$ cat src/rtl/jtag_tap_ctrl.sv
// IEEE 1149.1 TAP controller: 16-state TAP FSM, instruction register, and the
// built-in BYPASS and IDCODE data registers. Other DR data is taken from tdo_i.
// Optional macro TAP_TDO_NEGEDGE_EN: register tdo/tdo_ena on falling tck.
module jtag_tap_ctrl #(
    parameter int unsigned        IR_BITS      = 4,
    parameter logic [31:0]        IDCODE_VALUE = 32'h1000_0001,
    parameter logic [IR_BITS-1:0] IR_IDCODE    = 4'b0010,
    parameter logic [IR_BITS-1:0] IR_BYPASS    = 4'b1111
) (
    input  logic               tck,
    input  logic               trst,
    input  logic               tms,
    input  logic               tdi,
    output logic               tdo,
    output logic               tdo_ena,
    input  logic               tdo_i,
    output logic [IR_BITS-1:0] ir,
    output logic               test_logic_reset,
    output logic               capture_dr,
    output logic               shift_dr,
    output logic               update_dr,
    output logic               shift_ir
);

    // Standard 1149.1 state encoding
    typedef enum logic [3:0] {
        StExit2Dr  = 4'h0,
        StExit1Dr  = 4'h1,
        StShiftDr  = 4'h2,
        StPauseDr  = 4'h3,
        StSelIr    = 4'h4,
        StUpdateDr = 4'h5,
        StCapDr    = 4'h6,
        StSelDr    = 4'h7,
        StExit2Ir  = 4'h8,
        StExit1Ir  = 4'h9,
        StShiftIr  = 4'hA,
        StPauseIr  = 4'hB,
        StRti      = 4'hC,
        StUpdateIr = 4'hD,
        StCapIr    = 4'hE,
        StTlr      = 4'hF
    } tap_state_e;

    tap_state_e         state_q, state_d;
    logic [IR_BITS-1:0] ir_q;
    logic [IR_BITS-1:0] ir_sr_q;
    logic               bypass_q;
    logic [31:0]        idcode_sr_q;
    logic               tdo_sel;
    logic               tdo_ena_sel;

    // State register
    always_ff @(posedge tck or posedge trst) begin
        if (trst) begin
            state_q <= StTlr;
        end else begin
            state_q <= state_d;
        end
    end

    // Next-state decode from tms
    always_comb begin
        state_d = state_q;
        unique case (state_q)
            StTlr:      state_d = tms ? StTlr      : StRti;
            StRti:      state_d = tms ? StSelDr    : StRti;
            StSelDr:    state_d = tms ? StSelIr    : StCapDr;
            StCapDr:    state_d = tms ? StExit1Dr  : StShiftDr;
            StShiftDr:  state_d = tms ? StExit1Dr  : StShiftDr;
            StExit1Dr:  state_d = tms ? StUpdateDr : StPauseDr;
            StPauseDr:  state_d = tms ? StExit2Dr  : StPauseDr;
            StExit2Dr:  state_d = tms ? StUpdateDr : StShiftDr;
            StUpdateDr: state_d = tms ? StSelDr    : StRti;
            StSelIr:    state_d = tms ? StTlr      : StCapIr;
            StCapIr:    state_d = tms ? StExit1Ir  : StShiftIr;
            StShiftIr:  state_d = tms ? StExit1Ir  : StShiftIr;
            StExit1Ir:  state_d = tms ? StUpdateIr : StPauseIr;
            StPauseIr:  state_d = tms ? StExit2Ir  : StPauseIr;
            StExit2Ir:  state_d = tms ? StUpdateIr : StShiftIr;
            StUpdateIr: state_d = tms ? StSelDr    : StRti;
            default:    state_d = StTlr;
        endcase
    end

    // State strobes are pure decodes of the state register
    always_comb begin
        test_logic_reset = (state_q == StTlr);
        capture_dr       = (state_q == StCapDr);
        shift_dr         = (state_q == StShiftDr);
        update_dr        = (state_q == StUpdateDr);
        shift_ir         = (state_q == StShiftIr);
    end

    // Instruction shift register and instruction latch
    always_ff @(posedge tck or posedge trst) begin
        if (trst) begin
            ir_q    <= IR_IDCODE;
            ir_sr_q <= '0;
        end else begin
            unique case (state_q)
                StTlr:      ir_q    <= IR_IDCODE;
                StCapIr:    ir_sr_q <= {{(IR_BITS-1){1'b0}}, 1'b1};
                StShiftIr:  ir_sr_q <= {tdi, ir_sr_q[IR_BITS-1:1]};
                StUpdateIr: ir_q    <= ir_sr_q;
                default:    ;
            endcase
        end
    end

    // BYPASS and IDCODE data registers; pause states fall to default and hold
    always_ff @(posedge tck or posedge trst) begin
        if (trst) begin
            bypass_q    <= 1'b0;
            idcode_sr_q <= IDCODE_VALUE;
        end else begin
            unique case (state_q)
                StCapDr: begin
                    bypass_q    <= 1'b0;
                    idcode_sr_q <= IDCODE_VALUE;
                end
                StShiftDr: begin
                    bypass_q    <= tdi;
                    idcode_sr_q <= {tdi, idcode_sr_q[31:1]};
                end
                default: ;
            endcase
        end
    end

    // TDO source select
    always_comb begin
        tdo_sel     = 1'b0;
        tdo_ena_sel = 1'b0;
        if (state_q == StShiftIr) begin
            tdo_sel     = ir_sr_q[0];
            tdo_ena_sel = 1'b1;
        end else if (state_q == StShiftDr) begin
            tdo_ena_sel = 1'b1;
            if (ir_q == IR_IDCODE) begin
                tdo_sel = idcode_sr_q[0];
            end else if (ir_q == IR_BYPASS) begin
                tdo_sel = bypass_q;
            end else begin
                tdo_sel = tdo_i;
            end
        end
    end

`ifdef TAP_TDO_NEGEDGE_EN
    logic tdo_q;
    logic tdo_ena_q;

    // Launch tdo on falling tck so the host samples a stable bit on the rising edge
    always_ff @(negedge tck or posedge trst) begin
        if (trst) begin
            tdo_q     <= 1'b0;
            tdo_ena_q <= 1'b0;
        end else begin
            tdo_q     <= tdo_sel;
            tdo_ena_q <= tdo_ena_sel;
        end
    end

    assign tdo     = tdo_q;
    assign tdo_ena = tdo_ena_q;
`else
    assign tdo     = tdo_sel;
    assign tdo_ena = tdo_ena_sel;
`endif

    assign ir = ir_q;

endmodule

$ cat config.mk
export PLATFORM = sky130hd
export DESIGN_NAME = jtag_tap_ctrl
export DESIGN_NICKNAME = d
export VERILOG_FILES = /design/src/rtl/jtag_tap_ctrl.sv
export SDC_FILE = /design/constraint.sdc
export NUM_CORES = 1
export LEC_CHECK = 0
export CAP_MARGIN = 10
export CORE_MARGIN = 3
export CORE_UTILIZATION = 51
export DETAILED_ROUTE_END_ITERATION = 7
export PLACE_DENSITY_LB_ADDON = 0.1
export SLEW_MARGIN = 10
export SYNTH_ARGS = -nofsm -noshare
export SYNTH_HDL_FRONTEND = slang
export SYNTH_SLANG_ARGS = --single-unit
$ cat constraint.sdc
create_clock -name tck -period 1.4 [get_ports tck]
set_input_delay 0.14 -clock tck [delete_from_list [all_inputs] [get_ports tck]]
set_output_delay 0.14 -clock tck [all_outputs]
set_load 0.03 [all_outputs]
==> run summary <==
The kind of critical path is reg -> out. The number of setup violations in the final report was 9; the post-route clock period utilization was 130%. The run gives 0 as the number of antenna violations at the first check in global routing. The clock reaches the later pin of the worst-skew pair after 0.29 ns. The required time of the critical path came out at 1.26 ns. STA classifies the critical path startpoint as a register.

The run gives 0.00111 sq mm as the area occupied by registers. In the final layout, the multi-input gates occupy 806 sq um. IR analysis of the VDD net gives a maximum drop of 1.27 mV. The worst clock skew is 0.00834 ns. STA classifies the critical path endpoint as an output port. The slack of the critical path is -0.418 ns. The floorplan has 21 rows. The first global-routing pass estimated 6930 microns of wire. Input and output buffers added on the ports amount to 15. In this run the number of H-tree levels came out at 2. The core region is 0.00347 sq mm.

TritonCTS built the clock tree. The run gives 219 as the net count after synthesis. The maximum clock frequency is 0.550 GHz, and the mean area per synthesized cell is 8.92 sq um.

The run finished, with violations left. The total wirelength of the detailed-routed design is 3920 microns. Summing over every cut layer, the via total after detailed routing is 1507. The leftover overflow at the end of global routing came out at 0. The share of post-route cells with drive strength above 1 is 25.3%. Counting I/O delays and the setup requirement, the final critical path takes 1.82 ns. The logs give 79.8% for the relative max-transition margin and 4 for the total iterations of the first detailed-routing run. The die span in x was 67.2 microns; the cell area reported after detailed placement was 0.00221 sq mm. The iteration-0 DRC count of the detailed router came out at 123. The detail route stage leaves a number of antenna-violating nets equal to 0. The net count of the finished layout is 249. The synthesized design contains 44 register bits.

In this run the worst path has a maximum fanout of 2. For the die footprint, the log shows 0.00451 sq mm. On the worst path, the slowest cell contributes a delay of 0.57 ns. The final reports fail on negative setup slack. At the pin with the least slew margin, the transition time is 0.304 ns. For the number of distinct library cell variants in the gate-level netlist after synthesis, the log shows 24. The number of pins with negative max-slew slack in the final report was 0. The CTS root buffer is sky130_fd_sc_hd__clkbuf_8. Max-cap violations in this run came to 0. Setup repair after global routing could not meet its margin everywhere.

The share of the Yosys chip area taken by registers is 58.1%. 16 I/O pins were placed. The hold violation total from the final report is 0, and the post-route cell area is 0.00245 sq mm. The static leakage is 0.00105 uW, and the post-route worst hold slack is 0.203 ns. The clock transition at the registers of the reported paths was 0.08 ns.

Master of the slowest instance on the critical path: sky130_fd_sc_hd__dfstp_2. The half-perimeter wire length after placement is 2490 microns, and the aggregate negative setup slack is -1.95 ns. At the placement stage, the worst setup path has a slack of -0.110 ns.

The number of buffers created by CTS was 5. The area growth from synthesis to layout is 28.6%. The synthesized instance count came out at 214. For the via count of the first global-routing pass, the log shows 1499.

The cell taking the most area after synthesis was sky130_fd_sc_hd__dfrtp_1. The power density relative to cell area is 2040 mW/mm^2. Of the post-synthesis cell area, the dominant cell type holds 48.5%. No sink is reached through more buffers than the 2 on the longest clock path. After filler insertion, the fill cell instance count of the layout stands at 262. The critical path goes through nand2b_4 -> or2_4 -> a211oi_4 -> o2bb2ai_4 -> buf_6. The height of the chip came out at 67.2 microns. The mean routed wirelength per cell came out at 13.5 microns.

For the total number of yosys warnings, the log shows 0. The pin count of the biggest net entering global routing was 67. The congestion estimate from routability-driven global placement came to 0.887. The total global-route track usage was 20.7%; the synthesized area was 0.00191 sq mm. The run gives 0 as the diode insertion count for antenna repair.

By area the synthesized netlist is led by sky130_fd_sc_hd__dfrtp_1, sky130_fd_sc_hd__nand2_1, sky130_fd_sc_hd__dfstp_2. The logs give 0 for the number of DRC violations after detailed routing and 0 for the count of hold-fix buffers inserted at cts. The tools report the initial standard-cell utilization of the core as 55.1%. The CTS sink count came out at 44. Worst min-delay path class: in -> async.

For the worst setup path, the data arrival time is 1.68 ns. The per-cell via count in the routed design is 5.18.
[kinds of logic (layout without fill, tap and decap cells)]
kind of cell	Yosys count	in the layout	share of synthesized area (%)
muxes	1	1	0.590
and+or+nand+nor	100	100	21.0
AOI/OAI and AO/OA	51	51	14.6
buffers and inverters	18	49	5.70
DFF	44	44	58.1
[critical path, delay by kind of cell, from the launching register on]
kind / cells / cell delay (ns)
buffers and inverters: 1 / 0.14
AND/OR/NAND/NOR: 2 / 0.31
AO/OA/AOI/OAI: 2 / 0.35
flip-flops: 1 / 0.57
[synthesized netlist by cell type]
master and count:
sky130_fd_sc_hd__a21oi_1 1, sky130_fd_sc_hd__nor2_1 12, sky130_fd_sc_hd__o21ai_0 17, sky130_fd_sc_hd__a211oi_1 2
sky130_fd_sc_hd__nor3b_1 1, sky130_fd_sc_hd__a22oi_1 1, sky130_fd_sc_hd__nand2_1 81, sky130_fd_sc_hd__a211oi_2 1
sky130_fd_sc_hd__buf_2 3, sky130_fd_sc_hd__o21ai_1 26, sky130_fd_sc_hd__nor4_1 1, sky130_fd_sc_hd__o221ai_1 1
sky130_fd_sc_hd__buf_6 5, sky130_fd_sc_hd__o2bb2ai_1 1, sky130_fd_sc_hd__dfstp_2 7, sky130_fd_sc_hd__mux2_2 1
sky130_fd_sc_hd__nand3_1 3, sky130_fd_sc_hd__o22ai_1 1, sky130_fd_sc_hd__clkbuf_1 5, sky130_fd_sc_hd__nand2b_4 1
sky130_fd_sc_hd__or2_4 1, sky130_fd_sc_hd__inv_2 1, sky130_fd_sc_hd__dfrtp_1 37, sky130_fd_sc_hd__inv_1 4
[sequential cells by signal (all words and copies together) (netlist names)]
register	cells
ir	4
ir_sr_q	4
idcode_sr_q	31
bypass_q	1
state_q	4
[metal layers]
layer	global-route usage (%)	wire (microns)	share of wire, %	vias up
li1	-	-	-	755
met1	27.8	1800	46	722
met5	0	0	0	-
met4	7.59	85	2.2	0
met2	32.5	1920	49	22
met3	5.16	120	3.1	8
[what timing repair did]
item,in CTS,in global routing
gates resized for setup,22,9
pin swaps,1,3
buffers inserted,4,2
gates cloned,0,0
setup endpoints to repair,15,35
hold endpoints to repair,0,0
[stage by stage]
stage	cells	utilization, %	power [uW]
after floorplan	214	-	3100
after global placement	278	63.9	3660
after detailed placement	278	63.9	3720
after CTS	290	69.5	4890
after global routing	291	70.8	5350
final	291	70.8	5020
[cell type report]
class | count | share of cell area [%]
timing repair buffer | 36 | 14.3
multi-input combinational | 152 | 32.8
sequential | 44 | 45.2
clock buffer | 6 | 2.96
tap | 46 | 2.34
clock inverter | 2 | 1.43
inverter | 5 | 0.968
[report_power, final]
part | internal [uW] | total [uW] | switching [uW]
clock | 529 | 940 | 411
combinational | 920 | 2240 | 1320
sequential | 1600 | 1830 | 238
[path summary, 6_finish.rpt]
check / depth (start not counted) / from / to / slack [ns]
worst max register to register: 7 / state_q[1]$_DFF_PP1_ / state_q[1]$_DFF_PP1_ / -0.02
worst max-delay path: 5 / state_q[1]$_DFF_PP1_ / tdo / -0.42
max in group asynchronous: 3 / trst / idcode_sr_q[28]$_DFFE_PP1N_ / 0.92
worst min register to register: 2 / idcode_sr_q[0]$_DFFE_PP1N_ / idcode_sr_q[0]$_DFFE_PP1N_ / 0.47
min in group tck: 3 / tdi / bypass_q$_DFFE_PP0N_ / 0.44
worst min-delay path: 3 / trst / idcode_sr_q[17]$_DFFE_PP0N_ / 0.20
[placed cells by master, fill, tap and decap left out, types with 2 or more instances in the layout]
cell                              instances
sky130_fd_sc_hd__nor2_4                   6
sky130_fd_sc_hd__nor2_1                   6
sky130_fd_sc_hd__clkdlybuf4s50_1          4
sky130_fd_sc_hd__dlygate4sd2_1            3
sky130_fd_sc_hd__dfstp_2                  7
sky130_fd_sc_hd__buf_4                   17
sky130_fd_sc_hd__nand2_1                 81
sky130_fd_sc_hd__inv_1                    2
sky130_fd_sc_hd__a211oi_1                 2
sky130_fd_sc_hd__buf_12                   2
sky130_fd_sc_hd__inv_4                    2
sky130_fd_sc_hd__o21ai_0                 15
sky130_fd_sc_hd__buf_6                    9
sky130_fd_sc_hd__dfrtp_1                 37
sky130_fd_sc_hd__o21ai_1                 28
sky130_fd_sc_hd__clkbuf_8                 5
sky130_fd_sc_hd__nand3_1                  2
No activity file was read; power rests on OpenSTA's default activity.
